$ cat src/rtl/enigma_pkg.sv
// Shared Enigma datapath definitions: symbol width, FSM encoding and the rotor
// difference tables used by both the forward and the backward rotor paths.
package enigma_pkg;

    localparam int W       = 6;
    localparam int N_SYM   = 1 << W;
    localparam int N_ROTOR = 3;

    typedef logic [W-1:0] sym_t;
    typedef logic [N_ROTOR-1:0][N_SYM-1:0][W-1:0] diff_tab_t;

    localparam logic [2:0] ST_IDLE = 3'd0;
    localparam logic [2:0] ST_S2   = 3'd1;
    localparam logic [2:0] ST_S1   = 3'd2;
    localparam logic [2:0] ST_S0   = 3'd3;
    localparam logic [2:0] ST_DONE = 3'd4;

    // Rotor wiring: an odd-multiplier affine map followed by an XOR, which is
    // always a bijection on the 2^W alphabet.
    function automatic sym_t fwd_wiring(input int k, input int a);
        sym_t b;
        case (k)
            0:       b = sym_t'(5 * a + 17)  ^ sym_t'(6'h2a);
            1:       b = sym_t'(11 * a + 3)  ^ sym_t'(6'h15);
            default: b = sym_t'(37 * a + 41) ^ sym_t'(6'h33);
        endcase
        return b;
    endfunction

    function automatic diff_tab_t build_fwd();
        diff_tab_t t;
        t = '0;
        for (int k = 0; k < N_ROTOR; k++) begin
            for (int a = 0; a < N_SYM; a++) begin
                t[2'(k)][sym_t'(a)] = fwd_wiring(k, a) - sym_t'(a);
            end
        end
        return t;
    endfunction

    // The inverse is derived from the same wiring so the two tables cannot drift.
    function automatic diff_tab_t build_bwd();
        diff_tab_t t;
        sym_t      b;
        t = '0;
        for (int k = 0; k < N_ROTOR; k++) begin
            for (int a = 0; a < N_SYM; a++) begin
                b = fwd_wiring(k, a);
                t[2'(k)][b] = sym_t'(a) - b;
            end
        end
        return t;
    endfunction

    localparam diff_tab_t FWD_DIFF = build_fwd();
    localparam diff_tab_t BWD_DIFF = build_bwd();

endpackage

$ cat src/rtl/rotor_bwd_lut.sv
// Combinational inverse-difference lookup for one rotor, selected by index.
// Shared by all three backward rotor steps.
module rotor_bwd_lut
    import enigma_pkg::*;
(
    input  logic [1:0]   rotor,
    input  logic [W-1:0] c,
    output logic [W-1:0] diff
);

    logic [W-1:0] per_rotor [N_ROTOR];

    generate
        for (genvar gi = 0; gi < N_ROTOR; gi++) begin : g_rotor
            assign per_rotor[gi] = BWD_DIFF[gi][c];
        end
    endgenerate

    always_comb begin
        diff = '0;
        case (rotor)
            2'd0:    diff = per_rotor[0];
            2'd1:    diff = per_rotor[1];
            2'd2:    diff = per_rotor[2];
            default: diff = '0;
        endcase
    end

endmodule

$ cat src/rtl/rotor_btof_diff.sv
// Backward (reflector-to-entry) rotor engine: walks one symbol through rotors
// 2, 1, 0 using inverse difference tables, one rotor per clock.
module rotor_btof_diff
    import enigma_pkg::*;
#(
    parameter int W = enigma_pkg::W
)
(
    input  logic         clk,
    input  logic         rst,
    input  logic         in_valid,
    output logic         in_ready,
    input  logic [W-1:0] data_in,
    input  logic [W-1:0] r0_position,
    input  logic [W-1:0] r1_position,
    input  logic [W-1:0] r2_position,
    output logic         out_valid,
    input  logic         out_ready,
    output logic [W-1:0] data_out,
    output logic         busy
);

    logic [2:0]   state_reg;
    logic [W-1:0] x_reg;
    logic [W-1:0] p0_reg;
    logic [W-1:0] p1_reg;
    logic [W-1:0] p2_reg;

    logic [1:0]   rotor_sel;
    logic [W-1:0] pk;
    logic [W-1:0] contact;
    logic [W-1:0] diff;
    logic [W-1:0] x_next;

    // The state selects which rotor the single lookup serves this cycle.
    always_comb begin
        rotor_sel = 2'd0;
        pk        = p0_reg;
        case (state_reg)
            ST_S2: begin
                rotor_sel = 2'd2;
                pk        = p2_reg;
            end
            ST_S1: begin
                rotor_sel = 2'd1;
                pk        = p1_reg;
            end
            default: begin
                rotor_sel = 2'd0;
                pk        = p0_reg;
            end
        endcase
    end

    assign contact = x_reg + pk;
    assign x_next  = contact + diff - pk;

    rotor_bwd_lut u_lut (
        .rotor (rotor_sel),
        .c     (contact),
        .diff  (diff)
    );

    assign in_ready = (state_reg == ST_IDLE);
    assign busy     = (state_reg != ST_IDLE);

    always_ff @(posedge clk or posedge rst) begin
        if (rst) begin
            state_reg <= ST_IDLE;
            x_reg     <= '0;
            p0_reg    <= '0;
            p1_reg    <= '0;
            p2_reg    <= '0;
            data_out  <= '0;
            out_valid <= 1'b0;
        end else begin
            case (state_reg)
                ST_IDLE: begin
                    if (in_valid) begin
                        x_reg     <= data_in;
                        p0_reg    <= r0_position;
                        p1_reg    <= r1_position;
                        p2_reg    <= r2_position;
                        state_reg <= ST_S2;
                    end
                end
                ST_S2: begin
                    x_reg     <= x_next;
                    state_reg <= ST_S1;
                end
                ST_S1: begin
                    x_reg     <= x_next;
                    state_reg <= ST_S0;
                end
                ST_S0: begin
                    x_reg     <= x_next;
                    data_out  <= x_next;
                    out_valid <= 1'b1;
                    state_reg <= ST_DONE;
                end
                ST_DONE: begin
                    // data_out is left untouched so it stays stable under backpressure.
                    if (out_ready) begin
                        out_valid <= 1'b0;
                        state_reg <= ST_IDLE;
                    end
                end
                default: begin
                    state_reg <= ST_IDLE;
                    out_valid <= 1'b0;
                end
            endcase
        end
    end

endmodule

$ cat config.mk
export PLATFORM = sky130hd
export DESIGN_NAME = rotor_btof_diff
export DESIGN_NICKNAME = d
export VERILOG_FILES = /design/src/rtl/enigma_pkg.sv /design/src/rtl/rotor_bwd_lut.sv /design/src/rtl/rotor_btof_diff.sv
export SDC_FILE = /design/constraint.sdc
export NUM_CORES = 1
export LEC_CHECK = 0
export CAP_MARGIN = 25
export CORE_MARGIN = 2
export CORE_UTILIZATION = 38
export DETAILED_ROUTE_END_ITERATION = 8
export GPL_ROUTABILITY_DRIVEN = 0
export GPL_TIMING_DRIVEN = 0
export PLACE_DENSITY = 0.65
export SLEW_MARGIN = 10
export SYNTH_ARGS = -nofsm -noshare
export SYNTH_HDL_FRONTEND = slang
export SYNTH_SLANG_ARGS = --single-unit
$ cat constraint.sdc
create_clock -name clk -period 5 [get_ports clk]
set_input_delay 1 -clock clk [delete_from_list [all_inputs] [get_ports clk]]
set_output_delay 1 -clock clk [all_outputs]
set_load 0.02 [all_outputs]
=== Yosys cells after proc, flatten, opt, wreduce, memory -nomap -nowiden ===
Memories as Yosys holds them, arrays and structs flattened.
Cells that the tools add are included.

* Memory bits (read-only): 1152
* Output and inout bits: 9
* Bits in writable memories: 0
* Memories kept: 3
* Latch bits: 0
* Register bits after elaboration: 34

* Multipliers: 0
* Bitwise operators: 1
* Add/sub/neg operators: 3
* Magnitude comparators: 1
* Shifts and indexed selects: 0
* Muxes and demuxes: 13
* Divide/modulo/power cells: 0
* Equal/unequal tests: 8
* Reductions and logical operators: 10

{| class="wikitable"
|+ Memory list
! memory !! words !! bits a word !! read ports !! clocked after memory_dff !! wr ports !! RTL line !! text
|-
| (no name shown) || 64 || 6 || 1 || 0 || 0 || rotor_bwd_lut.sv:15 || <nowiki>assign per_rotor[gi] = BWD_DIFF[gi][c];</nowiki>
|-
| (no name shown) || 64 || 6 || 1 || 0 || 0 || rotor_bwd_lut.sv:15 ||
|-
| (no name shown) || 64 || 6 || 1 || 0 || 0 || rotor_bwd_lut.sv:15 ||
|}

{| class="wikitable"
|+ Operators with widths
! cell !! number
|-
| $mux W6 || 4
|-
| $pmux W6 S2 || 2
|-
| $pmux W6 S3 || 1
|-
| $pmux W3 S5 || 1
|-
| $add A6 B6 Y6 || 2
|-
| $reduce_and A2 Y1 || 4
|-
| $lt A6 B7 Y1 const B || 1
|-
| $eq A3 B2 Y1 const B || 2
|-
| $mux W3 || 2
|-
| $reduce_or A3 Y1 || 2
|-
| $sub A6 B6 Y6 || 1
|-
| $ne A2 B2 Y1 const B || 2
|-
| $pmux W2 S2 || 1
|-
| $eq A3 B1 Y1 const B || 1
|-
| $eq A3 B3 Y1 const B || 1
|-
| $logic_not A3 Y1 || 1
|-
| $pmux W1 S3 || 1
|-
| $reduce_bool A3 Y1 || 1
|-
| $eq A2 B1 Y1 const B || 1
|-
| $eq A2 B2 Y1 const B || 1
|-
| $logic_not A2 Y1 || 1
|-
| $reduce_bool A2 Y1 || 1
|-
| $mux W1 || 1
|-
| $not A1 Y1 || 1
|}

=== Longest topological paths before layout ===
Gate-level depths: netlist of run 1.

* Depth in word-level cells: 9
* Mapped depth: 21
* Mapped depth without buffers: 19

=== Cells and area by module ===
Synthesis of run 1 repeated with hierarchy kept, for this count alone.

* Cell total of the unflattened synthesis: 209
* Area, all modules: 2188.3 sq um

{| class="wikitable"
|+ By module, submodules not included
! module !! area an instance (sq um) !! cells each !! instances
|-
| rotor_btof_diff || 2064.5 || 191 || 1
|-
| rotor_bwd_lut || 123.9 || 18 || 1
|}

=== Worst setup path before layout of run 1 ===
No wires, ideal clock.

* Kind: register -> register
* Start point: reg state_reg[2]
* End point: reg x_reg[5]
* Path slack: 654 ps
* Stages on the path, launching flop included: 22
* Arrival: 4264 ps
* Buffers on the path: 2
* Path through: dfrtp_1 > clkbuf_1 > clkbuf_1 > nor2_1 > a21oi_1 > o22ai_1 > a21oi_1 > ha_1 > inv_1 > fa_1 > inv_1 > ha_1 > nand2_1 > fa_1 > inv_1 > ha_1 > o21ai_0 > o21bai_1 > a21oi_1 > nand3_1 > a211o_1 > a31oi_1

* Longest elaborated chain between the ends: 9
* Elaborated cells on any way between the ends: 24

{| class="wikitable"
|+ RTL lines
! element !! RTL line !! text
|-
| start, declared || rotor_btof_diff.sv:23 || <nowiki>logic [2:0] state_reg;</nowiki>
|-
| start signal, assigned || rotor_btof_diff.sv:69 || <nowiki>state_reg <= ST_IDLE;</nowiki>
|-
| start signal, assigned || rotor_btof_diff.sv:84 || <nowiki>state_reg <= ST_S2;</nowiki>
|-
| start signal, assigned || rotor_btof_diff.sv:89 || <nowiki>state_reg <= ST_S1;</nowiki>
|-
| $eq A3 B2 Y1 or $eq A3 B1 Y1 (tied branches) || rotor_btof_diff.sv:39, rotor_btof_diff.sv:77 ||
|-
| $pmux W6 S2 || rotor_btof_diff.sv:39 || <nowiki>case (state_reg)</nowiki>
|-
| $add A6 B6 Y6 || rotor_btof_diff.sv:55 || <nowiki>assign contact = x_reg + pk;</nowiki>
|-
| $mem_v2 Z64 W6 || - ||
|-
| $mux W6 (not written as such) || rotor_bwd_lut.sv:15 ||
|-
| $pmux W6 S3 || rotor_bwd_lut.sv:21 || <nowiki>case (rotor)</nowiki>
|-
| $add A6 B6 Y6 || rotor_btof_diff.sv:56 || <nowiki>assign x_next = contact + diff - pk;</nowiki>
|-
| $sub A6 B6 Y6 || rotor_btof_diff.sv:56 ||
|-
| $pmux W6 S2 || rotor_btof_diff.sv:77 || <nowiki>case (state_reg)</nowiki>
|-
| end signal, assigned || rotor_btof_diff.sv:80 || <nowiki>x_reg <= data_in;</nowiki>
|-
| end signal, assigned || rotor_btof_diff.sv:88 || <nowiki>x_reg <= x_next;</nowiki>
|-
| end signal, assigned || rotor_btof_diff.sv:92 || <nowiki>x_reg <= x_next;</nowiki>
|-
| end, declared || rotor_btof_diff.sv:24 || <nowiki>logic [W-1:0] x_reg;</nowiki>
|}

Several ways; a longest one is shown, not always the timed one. The select of a mux whose other input is x is not followed.
A chain may end at the register's enable or synchronous reset.

=== Worst setup path in the final report of run 1 ===
* Start point: reg state_reg[2]
* End point: reg data_out[5]

* Longest elaborated chain between the ends: 8
* Elaborated cells on any way between the ends: 18

{| class="wikitable"
|+ RTL lines
! element !! RTL line !! text
|-
| $eq A3 B2 Y1 or $eq A3 B1 Y1 (tied branches) || rotor_btof_diff.sv:39 ||
|-
| $pmux W6 S2 || rotor_btof_diff.sv:39 ||
|-
| $add A6 B6 Y6 || rotor_btof_diff.sv:55 ||
|-
| $mem_v2 Z64 W6 || - ||
|-
| $mux W6 (not written as such) || rotor_bwd_lut.sv:15 ||
|-
| $pmux W6 S3 || rotor_bwd_lut.sv:21 ||
|-
| $add A6 B6 Y6 || rotor_btof_diff.sv:56 ||
|-
| $sub A6 B6 Y6 || rotor_btof_diff.sv:56 ||
|-
| end signal, assigned || rotor_btof_diff.sv:97 || <nowiki>data_out <= x_next;</nowiki>
|-
| end, declared || rotor_btof_diff.sv:19 || <nowiki>output logic [W-1:0] data_out,</nowiki>
|}

Several ways; a longest one is shown, not always the timed one. The select of a mux whose other input is x is not followed.

==> results of run 1 <==
==> logic make-up (layout without fill, tap and decap cells) <==
group | count (synthesis) | in the layout | synth area share (%)
flops | 31 | 31 | 37.26
xor+xnor | 8 | 8 | 3.726
mux | 16 | 16 | 8.594
fa+ha+maj | 18 | 18 | 12.98
buf+inv | 31 | 71 | 5.949
compound gates | 61 | 61 | 19.29
simple gates | 54 | 54 | 12.20
==> layout make-up <==
type	instances	area share, %
multi-input combinational	157	45.00
sequential	31	29.42
timing repair buffer	34	13.55
tap	70	3.316
inverter	20	2.842
clock buffer	6	2.748
buffer	10	1.990
clock inverter	1	1.137
==> cells in the mapped netlist (4+ instances only) <==
| library cell | count |
|---|---|
| a211oi_1 | 4 |
| a21oi_1 | 18 |
| buf_2 | 6 |
| clkbuf_1 | 4 |
| dfrtp_1 | 31 |
| fa_1 | 6 |
| ha_1 | 12 |
| inv_1 | 20 |
| mux2_2 | 15 |
| nand2_1 | 16 |
| nor2_1 | 17 |
| nor3_1 | 5 |
| o21ai_0 | 11 |
| o22ai_1 | 5 |
| o31ai_1 | 4 |
| xor2_1 | 5 |
==> repair_timing <==
action	4_1_cts	5_1_grt
gates cloned	0	0
setup endpoints to repair	1	2
hold buffers	0	0
gates resized for setup	1	11
==> stage by stage <==
step | cell area [µm²] | setup TNS (ns)
finish | 2641 | 0
global route | 2641 | -0.001521
CTS | 2631 | 0
detailed placement | 2527 | 0
global placement | 2500 | 0
floorplan | 2082 | 0
==> routing by layer <==
layer | GRT usage, % | vias to the layer above | share of wire [%] | wire length, µm
li1 | - | 840 | - | -
met1 | 23.48 | 829 | 43 | 2072
met2 | 28.10 | 49 | 49 | 2403
met3 | 3.678 | 10 | 5.7 | 276
met4 | 7.193 | 0 | 2.5 | 121
met5 | 0 | - | 0 | 0
==> worst max path at each step <==
stage / slack (ns) / from / endpoint / cells past startpoint
after global placement: 0.12 / state_reg[2]$_DFFE_PP0P_ / data_out[5]$_DFFE_PP0P_ / 21
after global routing: -0.002 / state_reg[2]$_DFFE_PP0P_ / data_out[5]$_DFFE_PP0P_ / 20
final: 0.28 / state_reg[2]$_DFFE_PP0P_ / data_out[5]$_DFFE_PP0P_ / 20
after detailed placement: 0.06 / state_reg[2]$_DFFE_PP0P_ / data_out[5]$_DFFE_PP0P_ / 21
after floorplan: 0.65 / state_reg[2]$_DFFE_PP0P_ / x_reg[5]$_DFFE_PP0P_ / 21
after CTS: 0.03 / state_reg[0]$_DFFE_PP0P_ / data_out[5]$_DFFE_PP0P_ / 20
==> tightest hold or removal path, cell delays in order, from the launching register on <==
cell     delay, ns
dfrtp_1       0.34
nand2_1       0.05
nand2_1       0.06
==> impl_metrics.tcl, run 1 <==
set metrics [dict create \
    hold_viol 0 \
    cp_slowest_cell "fa_1" \
    max_slew.worst_pin.slew_ns 0.6232 \
    synth_nets 265 \
    hold_path_class "reg2reg" \
    core_area_mm2 0.005205 \
    grt_antenna_before_repair 0 \
    grt_usage_pct 17.64 \
    place_ws_ns 0.06050 \
    cts_root_buffer "clkbuf_8" \
    drv_cap 0 \
    crit_chain "clkbuf_2, nor2_1, a21oi_1, o22ai_1, a21oi_1, ha_1, inv_1, fa_1, inv_1, ha_1, nand2_1, fa_1, inv_1, ha_1, a211oi_1, o21bai_1, a21oi_1, nand3_1, a211o_1, a31oi_1" \
    synth_edf_count 0 \
    cts_buffers 5 \
    arrival_ns 4.92 \
    critical_path_buf_inv_count 4 \
    initial_utilization_pct 40.00 \
    postSynthAreaPerCell_um2 9.507 \
    crit_fanout 10 \
    cts.path.max_buffers 2 \
    antenna_left 0 \
    path_class "reg2reg" \
    numPortBuffers 33 \
    fin_util_pct 50.75 \
    cts.htree.levels 2 \
    final_common_cell "clkdlybuf4s50_1" \
    io_pins 37 \
    status "complete, no violations" \
    fin_crit_ns 4.723 \
    finalMaxSlewViolations 0 \
    holdPathEnd "data_out[2]$_DFFE_PP0P_" \
    worstSetupEndpointType "flip-flop" \
    synth.area.top_cells "dfrtp_1 37%, mux2_2 8.1%, ha_1 7.2%" \
    grt_overflow 0 \
    start_kind "flip-flop" \
    synth.ff_latch_count 31 \
    drt_iter0_markers 147 \
    dr_total_vias 1728 \
    grt_pass1_vias 1718 \
    hold_depth 2 \
    hold_ws_ns 0.4856 \
    route.detailed.drc 0 \
    cts_tree "yes" \
    grt_pass1_wl_mm 8.300 \
    relSlewSlack_pct 58.41 \
    slowest_delay_ns 0.50 \
    clk_pin_slew_ns 0.07 \
    drive_gt1_share_pct 15.83 \
    final_nets 305 \
    synthDistinctLibCells 41 \
    synth-seq-area-share_pct 37.26 \
    async_flop_share_pct 100.0 \
    clk_latency_ns 0.28 \
    max_freq_ghz 0.2117 \
    diodes 0 \
    final-seq-area_um2 777.0 \
    synth_warnings 0 \
    skew_ns 0.006431 \
    place_hpwl_mm 3.786 \
    grt_max_degree 19 \
    rrSetupSlack_ns 0.28 \
    clock_sink_count 31 \
    synthesis.area_mm2 0.002082 \
    dieArea_mm2 0.006087 \
    synthFlopType "dfrtp_1" \
    via_per_inst 5.252 \
    rr_startpoint "state_reg[2]$_DFFE_PP0P_" \
    areaGrowthSynthToFinish_pct 26.86 \
    rows 26 \
    worst_slack_ns 0.2772 \
    wl_per_cell_um 14.81 \
    postSynthCellCount 219 \
    cts_setup_buffers 0 \
    min_from "data_out[2]$_DFFE_PP0P_" \
    rr_worst_depth 20 \
    synth_top_area_share_pct 37.26 \
    fp.dieW_um 78.02 \
    dp.cells 323 \
    cpLargestDelayFamily "adder cells" \
    drt-total-wl_mm 4.873 \
    die_h_um 78.02 \
    mostFrequentLayoutCells "33 x clkdlybuf4s50_1, 30 x dfrtp_1, 20 x inv_1" \
    multiInputGateArea_mm2 0.001189 \
    finalCritPeriodShare_pct 94.46 \
    setup_violations 0 \
    yosys.area.top_type "dfrtp_1" \
    drtPass1Iterations 4 \
    worst_r2r_endpoint "data_out[5]$_DFFE_PP0P_" \
    n_fill_cell 517 \
    final_cell_count_no_fill 329 \
    cp.required_ns 5.20 \
]
Power of run 1 is not shown: default switching activity piles up to over one toggle a cycle in this logic, so the estimate is an artifact.
==> run 2: changes to the inputs <==
Clock period 5 ns to 4.86 ns, I/O delays scaled along.
==> run 2 against run 1 <==
  * Final area increased by 0.71%
  * Die area stayed put
  * Clock-buffer cell count is the same
  * Largest cell class unchanged
==> impl_metrics.tcl, run 2 (synthesis results as in run 1) <==
set metrics [dict create \
    final_cell_count_no_fill 329 \
    worstSetupEndpointType "flip-flop" \
    dieArea_mm2 0.006087 \
    via_per_inst 5.274 \
    clock_sink_count 31 \
    drt-total-wl_mm 4.900 \
    areaGrowthSynthToFinish_pct 27.76 \
    drv_cap 0 \
    rsz0062_at_grt "false" \
    cts.htree.levels 2 \
    arrival_ns 4.75 \
    fin_util_pct 51.11 \
    route.detailed.drc 0 \
    final_common_cell "clkdlybuf4s50_1" \
    rows 26 \
    setup_violations 0 \
    grt_pass1_wl_mm 8.300 \
    cts_tree "yes" \
    grt_usage_pct 17.64 \
    cp-startpoint "state_reg[0]$_DFFE_PP0P_" \
    grt_pass1_vias 1718 \
    dr_total_vias 1735 \
    final_nets 305 \
    hold_viol 0 \
    clk_pin_slew_ns 0.07 \
    wl_per_cell_um 14.89 \
    fp.dieW_um 78.02 \
    crit_fanout 10 \
    start_kind "flip-flop" \
    antenna_left 0 \
    min_from "data_out[2]$_DFFE_PP0P_" \
    clk_latency_ns 0.28 \
    io_pins 37 \
    hold_buffers 0 \
    max_freq_ghz 0.2195 \
    drive_gt1_share_pct 17.37 \
    cts_root_buffer "clkbuf_8" \
    setup_tns_ns 0 \
    finalCritPeriodShare_pct 93.73 \
    n_fill_cell 517 \
    mostFrequentLayoutCells "33 x clkdlybuf4s50_1, 30 x dfrtp_1, 20 x inv_1" \
    grt_overflow 0 \
    cts_buffers 5 \
    hold_path_class "reg2reg" \
    relSlewSlack_pct 57.87 \
    place_hpwl_mm 3.786 \
    grt_max_degree 19 \
    max_slew.worst_pin.slew_ns 0.6313 \
    drt_iter0_markers 123 \
    core_area_mm2 0.005205 \
    grt_antenna_before_repair 0 \
    drtPass1Iterations 4 \
    diodes 0 \
    die_h_um 78.02 \
    status "complete, no violations" \
    cts.path.max_buffers 2 \
    fin_crit_ns 4.555 \
    dp.cells 323 \
    path_class "reg2reg" \
    cp.required_ns 5.06 \
    initial_utilization_pct 40.00 \
    skew_ns 0.007167 \
    finalMaxSlewViolations 0 \
    numPortBuffers 33 \
    rr_startpoint "state_reg[0]$_DFFE_PP0P_" \
]
run 2: critical path, cell delays in order (launching register included):
cell and delay (ns):
dfrtp_1 0.32, buf_2 0.18, nor2_1 0.09, nor2_2 0.21
clkbuf_4 0.28, o22ai_1 0.11, a21oi_2 0.21, ha_1 0.32
a211oi_4 0.08, o21ba_2 0.25, or2_2 0.34, xor2_1 0.16
o21ai_0 0.10, o21ai_0 0.15, fa_1 0.51, inv_1 0.05
ha_1 0.32, a21oi_2 0.17, nand3_1 0.11, a211o_1 0.32
a31oi_1 0.19
run 2: layout make-up:
class / count / area, µm² / share of cell area, %
multi-input cells: 157 / 1202 / 45.20
flip-flops and latches: 31 / 777.0 / 29.21
repair buffers: 34 / 357.8 / 13.45
well taps: 70 / 87.58 / 3.293
inverters: 20 / 75.07 / 2.822
clock buffers: 6 / 72.57 / 2.728
plain buffers: 10 / 57.56 / 2.164
clock inverters: 1 / 30.03 / 1.129
run 2: metal layers:
metal / track usage, % / part of all wire (%) / vias up / routed length [µm]
met4: 7.193 / 2.5 / 0 / 121
met3: 3.678 / 5.3 / 10 / 258
met5: 0 / 0 / - / 0
li1: - / - / 837 / -
met1: 23.48 / 43 / 839 / 2123
met2: 28.10 / 49 / 49 / 2397
run 2: through the flow:
stage / hold WS (ns) / setup WS [ns] / cell area (µm²)
after floorplan: 0.4813 / 0.5145 / 2082
after global placement: 0.4650 / -0.01905 / 2500
after detailed placement: 0.4738 / -0.07950 / 2527
after CTS: 0.4885 / 0.003981 / 2640
after global routing: 0.5142 / 0.04428 / 2660
final: 0.4848 / 0.3045 / 2660
run 2: worst paths after layout:
| kind | end | slack (ns) | depth (start not counted) |
|---|---|---|---|
| max reg2reg | data_out[5]$_DFFE_PP0P_ | 0.30 | 20 |
| min | data_out[2]$_DFFE_PP0P_ | 0.48 | 2 |
| max | data_out[5]$_DFFE_PP0P_ | 0.30 | 20 |
| max in group asynchronous | p1_reg[2]$_DFFE_PP0P_ | 3.28 | 3 |
| min in group asynchronous | out_valid$_DFFE_PP0P_ | 1.07 | 2 |
| min reg2reg | data_out[2]$_DFFE_PP0P_ | 0.48 | 2 |
run 2: timing repair:
item                       4_1_cts  5_1_grt
setup buffers                    0        0
setup endpoints to repair        2        2
resized for setup                4       14
pin swaps                        0        0
Power of run 2 is left out for the same reason.
==> run 3: changes to the inputs <==
Settings changed: ABC_AREA set to 1, CORE_MARGIN 2 to not set, CTS_CLUSTER_SIZE set to 14.
==> run 3 against run 2 <==
  * Sequential share of layout area is 0.12 points higher
  * Synthesized cell count up 28%
  * Die area fell by 4.3%
  * First-iteration DRC count is 50% lower
  * Via count up 4.6%
  * Critical path depth rose by 11
  * Fmax grew 0.73%
  * Clock skew rose by 0.0065 ns
  * Register-to-register slack improved by 0.03 ns
  * Cell count grew 19%
  * Critical endpoint is now x_reg[5]$_DFFE_PP0P_
==> impl_metrics.tcl, run 3 <==
set metrics [dict create \
    status "complete, no violations" \
    dr_total_vias 1815 \
    via_per_inst 4.630 \
    antenna_left 0 \
    diodes 0 \
    final_nets 367 \
    final_common_cell "nand2_1" \
    max_freq_ghz 0.2211 \
    clk_latency_ns 0.28 \
    mostFrequentLayoutCells "99 x nand2_1, 40 x inv_1, 33 x clkdlybuf4s50_1" \
    postSynthAreaPerCell_um2 7.494 \
    arrival_ns 4.70 \
    synth-seq-area-share_pct 36.97 \
    postSynthCellCount 280 \
    rsz0062_at_grt "false" \
    skew_ns 0.01363 \
    wl_per_cell_um 11.38 \
    hold_path_class "reg2reg" \
    core_area_mm2 0.005205 \
    clk_pin_slew_ns 0.07 \
    cts_tree "yes" \
    synth_edf_count 0 \
    synth.area.top_cells "dfrtp_1 37%, nand2_1 18%, inv_1 7.3%" \
    route.detailed.drc 0 \
    holdPathEnd "p0_reg[2]$_DFFE_PP0P_" \
    place_hpwl_mm 3.701 \
    grt_usage_pct 17.00 \
    dp.cells 384 \
    synth_commonest_cells "99 x nand2_1, 41 x inv_1, 31 x dfrtp_1" \
    synthesis.area_mm2 0.002098 \
    synth_warnings 0 \
    grt_antenna_before_repair 0 \
    final-seq-area_um2 777.0 \
    multiInputGateArea_mm2 0.001129 \
    areaGrowthSynthToFinish_pct 26.24 \
    crit_top_cell "nand2_1" \
    drt_iter0_markers 62 \
    drv_cap 0 \
    grt_pass1_wl_mm 7.879 \
    rr_startpoint "state_reg[0]$_DFFE_PP0P_" \
    finalMaxSlewViolations 0 \
    synth.ff_latch_count 31 \
    die_h_um 76.31 \
    cp.required_ns 5.04 \
    grt_max_degree 18 \
    fin_util_pct 50.89 \
    synth_top_area_share_pct 36.97 \
    initial_utilization_pct 40.31 \
    n_fill_cell 515 \
    dieArea_mm2 0.005823 \
    setup_violations 0 \
    cts_resized 0 \
    fin_crit_ns 4.523 \
    synth_nets 326 \
    cts_setup_buffers 0 \
    drive_gt1_share_pct 10.25 \
    cp_slowest_cell "fa_1" \
    start_kind "flip-flop" \
    grt_pass1_vias 1799 \
    setup_tns_ns 0 \
    cts.path.max_buffers 2 \
    hold_viol 0 \
    crit_fanout 6 \
    drt-total-wl_mm 4.459 \
    cts_root_buffer "clkbuf_8" \
    synthFlopType "dfrtp_1" \
    cts.htree.levels 2 \
    io_pins 37 \
    synthDistinctLibCells 25 \
    numPortBuffers 33 \
    async_flop_share_pct 100.0 \
    clock_sink_count 31 \
    fp.dieW_um 76.31 \
    rrSetupSlack_ns 0.34 \
    design_area_mm2 0.002649 \
    placed_area_mm2 0.002544 \
    hold_depth 2 \
    hold_buffers 0 \
    worstSetupEndpointType "flip-flop" \
    final_cell_count_no_fill 392 \
    grt_overflow 0 \
    rows 26 \
    finalCritPeriodShare_pct 93.06 \
    cts_buffers 5 \
    slowest_delay_ns 0.49 \
    yosys.area.top_type "dfrtp_1" \
    drtPass1Iterations 5 \
    synth.most_common_cell "nand2_1" \
    min_from "p0_reg[2]$_DFFE_PP0P_" \
    rr_worst_depth 31 \
    path_class "reg2reg" \
    max_slew.worst_pin.slew_ns 0.6598 \
    worst_r2r_endpoint "x_reg[5]$_DFFE_PP0P_" \
    relSlewSlack_pct 55.97 \
]
run 3: cell families after synthesis:
logic type | count (synthesis) | synth area share, %
and+or+nand+nor | 139 | 29.28
buffers and inverters | 51 | 9.243
AOI/OAI and AO/OA | 35 | 9.123
DFF | 31 | 36.97
adders and majority gates | 18 | 12.88
xor gates and xnor gates | 6 | 2.504
run 3: cell type report:
cell class,instances,share of cell area (%)
Sequential cell,31,29.33
Clock inverter,1,0.2834
Buffer,4,0.6613
Inverter,47,6.660
Tap cell,70,3.307
Timing Repair Buffer,34,13.51
Clock buffer,7,3.637
Multi-Input combinational cell,198,42.61
run 3: per-layer routing:
layer	global-route usage, %	vias to the layer above	part of all wire (%)
met1	21.99	827	49
li1	-	953	-
met5	0	-	0
met3	2.874	5	2.6
met4	5.192	0	0.65
met2	28.92	30	48
run 3: worst max-delay path: cells and delay by family (launching register included):
family	cells	cell delay, ns
flip-flops	1	0.44
XOR/XNOR	1	0.08
buffers and inverters	7	0.60
AND/OR/NAND/NOR	16	1.49
AO/OA/AOI/OAI	3	0.33
adder cells (fa/ha/maj)	4	1.48
run 3: through the flow:
stage               hold slack, ns  setup slack (ns)
finish                      0.4750            0.3374
global route                0.4999          0.003566
floorplan                   0.4436            0.9108
global placement            0.4609            0.3130
detailed placement          0.4618            0.2519
CTS                         0.4787            0.2162
run 3: how the worst max path moves through the flow:
| stage | startpoint | to | slack [ns] | cells after the start |
|---|---|---|---|---|
| 2_1_floorplan | state_reg[0]$_DFFE_PP0P_ | x_reg[5]$_DFFE_PP0P_ | 0.91 | 26 |
| 3_3_place_gp | state_reg[0]$_DFFE_PP0P_ | x_reg[5]$_DFFE_PP0P_ | 0.31 | 31 |
| 3_5_place_dp | state_reg[0]$_DFFE_PP0P_ | x_reg[5]$_DFFE_PP0P_ | 0.25 | 31 |
| 4_1_cts | state_reg[0]$_DFFE_PP0P_ | x_reg[5]$_DFFE_PP0P_ | 0.22 | 31 |
| 5_1_grt | state_reg[2]$_DFFE_PP0P_ | x_reg[5]$_DFFE_PP0P_ | 0.004 | 29 |
| 6_report | state_reg[0]$_DFFE_PP0P_ | x_reg[5]$_DFFE_PP0P_ | 0.34 | 31 |
Power of run 3 is left out for the same reason.
